### config.mk
export PLATFORM = sky130hd
export DESIGN_NAME = alu_pipe
export DESIGN_NICKNAME = d
export VERILOG_FILES = /design/src/rtl/definitions.sv /design/src/rtl/alu_mul_iter.sv /design/src/rtl/alu_pipe.sv
export SDC_FILE = /design/constraint.sdc
export NUM_CORES = 1
export LEC_CHECK = 0
export CAP_MARGIN = 20
export CORE_ASPECT_RATIO = 2
export CORE_MARGIN = 2
export CORE_UTILIZATION = 55
export CTS_CLUSTER_SIZE = 30
export DETAILED_ROUTE_END_ITERATION = 6
export GPL_TIMING_DRIVEN = 1
export PLACE_DENSITY = 0.88
export SLEW_MARGIN = 20
export SYNTH_ARGS = -nofsm -noshare
export SYNTH_HDL_FRONTEND = slang
export SYNTH_SLANG_ARGS = --single-unit
### constraint.sdc
create_clock -name clock -period 5 [get_ports clock]
set_clock_uncertainty 0.15 [all_clocks]
set_input_delay 1 -clock clock [delete_from_list [all_inputs] [get_ports clock]]
set_output_delay 1 -clock clock [all_outputs]
set_load 0.02 [all_outputs]
### src/rtl/definitions.sv
// Shared types for the ALU pipe: opcodes, result flags, controller states,
// and the iteration-counter width helper used by the multiplier.
package definitions;

  typedef enum logic [1:0] {
    ADD  = 2'd0,
    SUB  = 2'd1,
    MUL  = 2'd2,
    RSVD = 2'd3
  } opcode_t;

  typedef struct packed {
    logic carry;
    logic zero;
    logic overflow;
    logic illegal;
  } alu_flags_t;

  typedef enum logic [1:0] {
    IDLE     = 2'd0,
    MUL_BUSY = 2'd1,
    DONE     = 2'd2
  } alu_state_t;

  // Wide enough to hold WIDTH itself, not just WIDTH-1.
  function automatic int iter_cnt_w(input int w);
    return $clog2(w) + 1;
  endfunction

endpackage

### src/rtl/alu_mul_iter.sv
// Shift-add multiplier, one partial product per cycle for exactly WIDTH cycles.
// done pulses on the last iteration cycle; product then carries the final value.
module alu_mul_iter
  import definitions::*;
#(
  parameter int WIDTH = 32
) (
  input  logic                 clock,
  input  logic                 reset_n,
  input  logic                 start,
  input  logic [WIDTH-1:0]     a,
  input  logic [WIDTH-1:0]     b,
  output logic                 busy,
  output logic                 done,
  output logic [2*WIDTH-1:0]   product
);

  localparam int CW = iter_cnt_w(WIDTH);

  logic [WIDTH-1:0]   mcand_q, mcand_d;
  logic [2*WIDTH-1:0] prod_q, prod_d;
  logic [CW-1:0]      cnt_q, cnt_d;
  logic               busy_q, busy_d;
  logic [WIDTH:0]     acc;
  logic               last;

  // Upper half accumulates the multiplicand when the current multiplier bit
  // (prod_q[0]) is set; the extra bit is the carry shifted back in.
  assign acc  = {1'b0, prod_q[2*WIDTH-1:WIDTH]} + {1'b0, mcand_q & {WIDTH{prod_q[0]}}};
  assign last = busy_q && (cnt_q == CW'(WIDTH - 1));

  always_comb begin
    mcand_d = mcand_q;
    prod_d  = prod_q;
    cnt_d   = cnt_q;
    busy_d  = busy_q;
    if (start && !busy_q) begin
      mcand_d = a;
      prod_d  = {{WIDTH{1'b0}}, b};
      cnt_d   = '0;
      busy_d  = 1'b1;
    end else if (busy_q) begin
      prod_d = {acc, prod_q[WIDTH-1:1]};
      cnt_d  = cnt_q + 1'b1;
      if (last) begin
        busy_d = 1'b0;
        cnt_d  = '0;
      end
    end
  end

  always_ff @(posedge clock or negedge reset_n) begin
    if (!reset_n) begin
      mcand_q <= '0;
      prod_q  <= '0;
      cnt_q   <= '0;
      busy_q  <= 1'b0;
    end else begin
      mcand_q <= mcand_d;
      prod_q  <= prod_d;
      cnt_q   <= cnt_d;
      busy_q  <= busy_d;
    end
  end

  assign busy    = busy_q;
  assign done    = last;
  assign product = prod_d;

endmodule

### src/rtl/alu_pipe.sv
// Single-transaction ALU: ADD/SUB/reserved answer in 1 cycle, MUL in WIDTH+1.
// Result is held in DONE until out_ready; in_ready is registered, so it rises the cycle after.
module alu_pipe
  import definitions::*;
#(
  parameter int WIDTH = 32,
  parameter int TAG_W = 4
) (
  input  logic              clock,
  input  logic              reset_n,
  input  logic              in_valid,
  output logic              in_ready,
  input  opcode_t           op,
  input  logic [WIDTH-1:0]  a,
  input  logic [WIDTH-1:0]  b,
  input  logic [TAG_W-1:0]  in_tag,
  output logic              out_valid,
  input  logic              out_ready,
  output logic [WIDTH-1:0]  result,
  output alu_flags_t        flags,
  output logic [TAG_W-1:0]  out_tag
);

  alu_state_t         state_q, state_d;
  logic [WIDTH-1:0]   result_q, result_d;
  alu_flags_t         flags_q, flags_d;
  logic [TAG_W-1:0]   tag_q, tag_d;
  logic               rdy_q, rdy_d;

  logic               accept;
  logic               mul_start, mul_busy, mul_done;
  logic [2*WIDTH-1:0] mul_product;
  logic [WIDTH:0]     add_sum, sub_diff;

  assign accept    = in_valid && rdy_q;
  assign add_sum   = {1'b0, a} + {1'b0, b};
  assign sub_diff  = {1'b0, a} - {1'b0, b};
  assign mul_start = accept && (op == MUL) && !mul_busy;

  alu_mul_iter #(.WIDTH(WIDTH)) u_mul (
    .clock   (clock),
    .reset_n (reset_n),
    .start   (mul_start),
    .a       (a),
    .b       (b),
    .busy    (mul_busy),
    .done    (mul_done),
    .product (mul_product)
  );

  always_comb begin
    state_d  = state_q;
    result_d = result_q;
    flags_d  = flags_q;
    tag_d    = tag_q;
    case (state_q)
      IDLE: begin
        if (accept) begin
          tag_d   = in_tag;
          flags_d = '0;
          state_d = DONE;
          case (op)
            ADD: begin
              result_d      = add_sum[WIDTH-1:0];
              flags_d.carry = add_sum[WIDTH];
            end
            SUB: begin
              result_d      = sub_diff[WIDTH-1:0];
              flags_d.carry = sub_diff[WIDTH];
            end
            MUL: state_d = MUL_BUSY;
            default: begin
              result_d        = '0;
              flags_d.illegal = 1'b1;
            end
          endcase
          flags_d.zero = (result_d == '0);
        end
      end
      MUL_BUSY: begin
        if (mul_done) begin
          result_d         = mul_product[WIDTH-1:0];
          flags_d          = '0;
          flags_d.overflow = |mul_product[2*WIDTH-1:WIDTH];
          flags_d.zero     = (result_d == '0);
          state_d          = DONE;
        end
      end
      DONE: begin
        if (out_ready) state_d = IDLE;
      end
      default: state_d = IDLE;
    endcase
    // Ready follows the next state so that it is a plain flop output.
    rdy_d = (state_d == IDLE);
  end

  always_ff @(posedge clock or negedge reset_n) begin
    if (!reset_n) begin
      state_q  <= IDLE;
      result_q <= '0;
      flags_q  <= '0;
      tag_q    <= '0;
      rdy_q    <= 1'b0;
    end else begin
      state_q  <= state_d;
      result_q <= result_d;
      flags_q  <= flags_d;
      tag_q    <= tag_d;
      rdy_q    <= rdy_d;
    end
  end

  assign in_ready  = rdy_q;
  assign out_valid = (state_q == DONE);
  assign result    = result_q;
  assign flags     = flags_q;
  assign out_tag   = tag_q;

endmodule

After elaboration in Yosys (flattened, before gate mapping):

Cells that the tools add are included.

* add/sub/neg operators: 4
* equality and inequality tests: 7
* muxes and demuxes: 24
* bitwise gates (word level): 1
* reductions and logical operators: 17

Operators by type and width (count)
* 32-bit 2-to-1 mux: 4
* 64-bit 2-to-1 mux: 2
* 32-bit one-hot mux with 3 select lines: 1
* 32-bit by 32-bit adder with 33-bit output: 2
* 32-bit zero test: 2
* 32-bit one-hot mux with 2 select lines: 1
* 32-bit by 32-bit subtractor with 33-bit output: 1
* 32-bit AND: 1
* 32-bit OR reduction: 1
* 6-bit 2-to-1 mux: 3
* 2-bit 2-to-1 mux: 4
* 4-bit 2-to-1 mux: 2
* 4-bit one-hot mux with 2 select lines: 1
* 6-bit by 1-bit adder with 6-bit output (second input constant): 1
* 6-bit by 5-bit equality test with 1-bit output (second input constant): 1
* 2-bit zero test: 3
* 2-bit one-hot mux with 3 select lines: 1
* 1-bit logical AND: 5
* 2-bit by 1-bit equality test with 1-bit output (second input constant): 2
* 2-bit equality test (second input constant): 2
* 1-bit 2-to-1 mux: 4
* 2-bit inequality test (second input constant): 2
* 2-bit nonzero test: 2
* 3-bit AND reduction: 1
* 4 further kinds: 4

* register bits: 146
* bits of input ports: 74
* word-level logic and storage cells: 65

Logic depth before layout (Yosys ltp):

Gate-level depths: netlist of the first run.

* word-level depth: 8
* depth in mapped cells: 15

By module:

A second synthesis of the first run with hierarchy kept.

* cell total of the unflattened synthesis: 1458
* area total of the unflattened synthesis: 12144.1 um^2

By module, submodules not included
* alu_pipe: instances 1, cells each 844, area an instance 6140.9 um^2, seq. area each 1076.0 um^2
* alu_mul_iter: instances 1, cells each 614, area an instance 6003.3 um^2, seq. area each 2577.5 um^2

Worst setup path before layout of the first run:

No wires, ideal clock.

* path type: in2reg
* from: in b[9]
* to: reg flags_q, in the netlist flags[2]
* arrival: 3976 ps
* setup slack: 805 ps
* stages: 15
* cell sequence: inv_1 -> ha_1 -> buf_6 -> or3_1 -> or4_1 -> o211ai_2 -> o211a_4 -> nor2_2 -> a2111oi_4 -> nor3_1 -> o21ai_1 -> or3b_1 -> a2111oi_2 -> nand2_1 -> nand3_1

* word-level cells in the longest chain between the ends: 7
* elaborated cells on any way between the ends: 11
* those cells by class: add/sub (2); mux (7); reduce/logical (2)

RTL lines
* from (decl): line alu_pipe.sv:15 `input logic [WIDTH-1:0] b,`
* 32-bit by 32-bit subtractor with 33-bit output or 32-bit by 32-bit adder with 33-bit output (tied branches): line alu_pipe.sv:37, alu_pipe.sv:36
* 32-bit one-hot mux with 3 select lines: line alu_pipe.sv:62 `case (op)`
* 32-bit 2-to-1 mux: line alu_pipe.sv:58 `if (accept) begin`
* 32-bit 2-to-1 mux: line alu_pipe.sv:56 `case (state_q)`
* 32-bit zero test: line alu_pipe.sv:77 `flags_d.zero = (result_d == '0);`
* 4-bit 2-to-1 mux: line alu_pipe.sv:58
* 4-bit one-hot mux with 2 select lines *: line alu_pipe.sv:56
* to (signal assigned): line alu_pipe.sv:108 `flags_q <= flags_d;`
* to (decl): line alu_pipe.sv:26 `alu_flags_t flags_q, flags_d;`

Every way passes the cells marked *; elsewhere a longest branch is shown, timed or not. The select of a mux whose other input is x is not followed.
A chain may end at the register's enable or synchronous reset.

Worst setup path after layout of the first run:

* from: in b[5]
* to: reg flags_q, in the netlist flags[2]

The elaborated chain is that of the path after synthesis.

==> results.md, run 1 <==
* Die area at 0.0235 mm^2
* Total grt overflow at 0
* Hold Fails Final Rpt at 0
* CTS Buf Count at 17
* Avg Inst Size Synth at 8.14 um^2
* Setup violators final at 0
* Sw Ratio at 0.419
* Post-synth EDFFs at 0
* Pwr dens at 483 mW/mm^2
* Synth-to-layout area growth at 21.2%
* Num rows at 77
* Met2 Use GR at 0.599
* Placed cell areas at 0.0141 mm^2
* WL final at 41,300 um
* Worst-Skew Late Latency at 0.45 ns
* Remaining antenna violation count after routing at 0
* # hold bufs at CTS at 0
* CTS Root Cell: clkbuf_16
* Post-Syn Area at 0.0122 mm^2
* Sequential Power Share at 0.297
* Area contributors post-synth: dfrtp_1, ha_1, o21ai_0
* Vias in the first global route at 12.5k
* Initial core utilization at 0.556
* Max VDD drop at 0.000438 V
* Ports at 116
* Synth Instances at 1,500
* Top FF cell, synth: dfrtp_1
* RSZ-0062 raised after global routing: no
* Total power draw at 7.14 mW
* First-pass GRT wire length at 64,400 um
* DRC violations left at 0
* Final count of pins violating max slew at 0
* Min-delay worst type: reg2reg
* Count of different cell masters after synthesis at 82
* Layout cells sized above 1 at 0.112
* Vias per Instance at 6.43
* Clock buffer depth at 2
* Gr usage total at 0.356
* DRT iter0 DRCs at 1,230
* Combinational share of power at 0.506
* Initial antenna violation count at 0
* Final min period at 4.66 ns
* Synth Register Bits at 146
* GR met3 Demand/Resource at 0.0468
* Post-CTS setup buffers at 0
* DPL Wire Length at 32,100 um
* Final Wtd Congestion at 1.03
* Port bufs at 115
* Worst path required time at 5.23 ns
* Clk network pwr share at 0.197
* Die X at 109 um
* Detailed-route via count at 12.4k
* Net switching power at 2.99 mW
* Sequential-to-total area share from yosys stat at 0.299
* Nets at 1,821
* Largest net degree at the start of global routing at 76
* TritonRoute pass-1 iters at 6
* P_leak at 6.85 nW
* Fin area at 0.0148 mm^2
* Antenna cells at 0
* CP Launch Type: primary input
* Maximum clock rate at 214 MHz
* Area leader, netlist: dfrtp_1
* Async SR Flop Fraction at 1.00
* Met1 Use GR at 0.412
* CTS tree: yes
* Htree depth at 4
* Core area at 0.0220 mm^2
* Slew @ Worst Pin at 0.921 ns
* Syn Nets at 1,675
* Critical Path Sink Type: flip-flop
* CTS sink cnt at 146
* Max Cap Viol at 0
* Critical Path AT at 4.90 ns
* Normalized max-slew margin at 0.384
* Die H at 215 um
* CP Class: in2reg
* Period utilization at 0.933
* DR WL/cell at 21.4 um
* Most utilized layer in the global route result: met2
* Clk slew on worst S/H paths at 0.06 ns
* Status: completed
* Yosys top cell area share at 0.299
* Critical path fanouts, max at 4
* Synth Warn # at 0
* Int Power at 4.14 mW
## layer usage
layer	wire length, um	part of all wire	vias to the layer above
met3	2450	0.059	175
met4	2900	0.070	0
li1	-	-	5730
met1	15200	0.37	5946
met5	0	0	-
met2	20700	0.50	592
## worst paths after layout
check	endpoint	startpoint	slack, ns	depth (start not counted)
max	flags[2]$_DFFE_PN0P_	b[5]	0.34	17
min	out_tag[0]$_DFFE_PN0P_	out_tag[0]$_DFFE_PN0P_	0.34	2
max reg2reg	flags[1]$_DFFE_PN0P_	u_mul.mcand_q[0]$_DFFE_PN0P_	0.34	15
min reg2reg	out_tag[0]$_DFFE_PN0P_	out_tag[0]$_DFFE_PN0P_	0.34	2
max in group asynchronous	u_mul.mcand_q[26]$_DFFE_PN0P_	reset_n	3.45	2
min in group asynchronous	result[4]$_DFFE_PN0P_	reset_n	0.40	1
## layout by cell type (no fill, tap or decap), types with 17 or more instances in the layout
master,netlist,layout
ha_1,98,98
a22oi_1,22,22
inv_1,75,75
dfrtp_1,146,145
xor2_1,20,20
nor2_1,128,126
nand2_1,151,151
buf_4,0,91
mux2_2,32,32
nand2b_1,19,19
o21ai_0,135,135
and2_1,44,44
a211oi_1,18,17
xnor2_1,33,33
nor4_1,23,23
nor3_1,25,25
clkdlybuf4s50_1,0,114
o211ai_1,20,20
mux2i_1,17,17
a21o_1,36,36
o31ai_1,19,19
a21oi_1,117,117
nand3_1,24,23
clkbuf_16,0,17
## power groups by stage
| stage | Sequential (mW) | Combinational (mW) | Clock, mW |
|---|---|---|---|
| after floorplan | 2.16 | 2.16 | 0 |
| after global placement | 2.08 | 3.42 | 0 |
| after detailed placement | 2.11 | 3.50 | 0 |
| after CTS | 2.10 | 3.55 | 1.41 |
| after global routing | 2.17 | 3.91 | 1.46 |
| final | 2.12 | 3.61 | 1.41 |
## timing repair
item / in CTS / in global routing
endpoints found under the hold margin: 0 / 0
endpoints found under the setup margin: 0 / 1
gates resized for setup: 0 / 1
## metrics by stage
stage	TNS, ns	cells	hold slack [ns]	setup WS [ns]	utilization
after CTS	0	1934	0.337	0.279	0.673
after floorplan	0	1500	0.306	0.805	-
after global placement	-0.0493	1903	0.307	-0.0493	0.644
after detailed placement	-0.154	1903	0.315	-0.154	0.644
final	0	1934	0.338	0.337	0.673
after global routing	0	1934	0.353	0.102	0.673
## cell type report
| cell class | instances | area, um^2 |
|---|---|---|
| timing repair buffer | 209 | 1900 |
| tap | 276 | 345 |
| clock buffer | 21 | 460 |
| inverter | 76 | 285 |
| multi-input combinational | 1196 | 7970 |
| fill | 1792 | 7180 |
| sequential | 146 | 3650 |
| clock inverter | 10 | 181 |
## cells in the mapped netlist (22+ instances only)
| cell | n |
|---|---|
| a22oi_1 | 22 |
| xnor2_1 | 33 |
| clkbuf_1 | 70 |
| nand2_1 | 151 |
| ha_1 | 98 |
| inv_1 | 75 |
| mux2_2 | 32 |
| nor2_1 | 128 |
| a21oi_1 | 117 |
| nor4_1 | 23 |
| and2_1 | 44 |
| nor3_1 | 25 |
| dfrtp_1 | 146 |
| nand3_1 | 24 |
| o21ai_0 | 135 |
| a21o_1 | 36 |
## logic make-up after synthesis
logic type,count (synthesis),share of synthesized area
AO/OA/AOI/OAI,500,0.270
AND/OR/NAND/NOR,493,0.195
buffers and inverters,158,0.0496
flip-flops,146,0.299
adder cells (fa/ha/maj),101,0.105
XOR/XNOR,53,0.0380
multiplexers,49,0.0435
## critical path, stage by stage
cell	delay, ns
clkdlybuf4s50_1	0.51
inv_1	0.08
ha_1	0.34
nor3b_1	0.37
nor3_1	0.12
o221ai_1	0.35
a31oi_1	0.14
buf_4	0.17
buf_4	0.13
o211ai_1	0.20
a31oi_1	0.17
o32ai_1	0.43
xnor2_1	0.18
o211ai_1	0.14
a2111oi_2	0.41
nand2_1	0.09
nand3_1	0.07
## sequential cells by signal (all words and copies together), names as in the netlist
signal,cells
u_mul.mcand_q,32
in_ready,1
state_q,2
u_mul.busy,1
flags,4
u_mul.prod_q,64
result,32
out_tag,4
u_mul.cnt_q,6
(Power assumes the default switching activity.)
==> run 2: changes to the inputs <==
--- a/config.mk
+++ b/config.mk
@@ -9,6 +9,7 @@
 export CORE_ASPECT_RATIO = 2
 export CORE_MARGIN = 2
 export CORE_UTILIZATION = 55
+export CTS_CLUSTER_DIAMETER = 60
 export CTS_CLUSTER_SIZE = 30
 export DETAILED_ROUTE_END_ITERATION = 6
 export GPL_TIMING_DRIVEN = 1
==> results of run 2 <==
Final layout, timing and power as in run 1 (identical DEF).
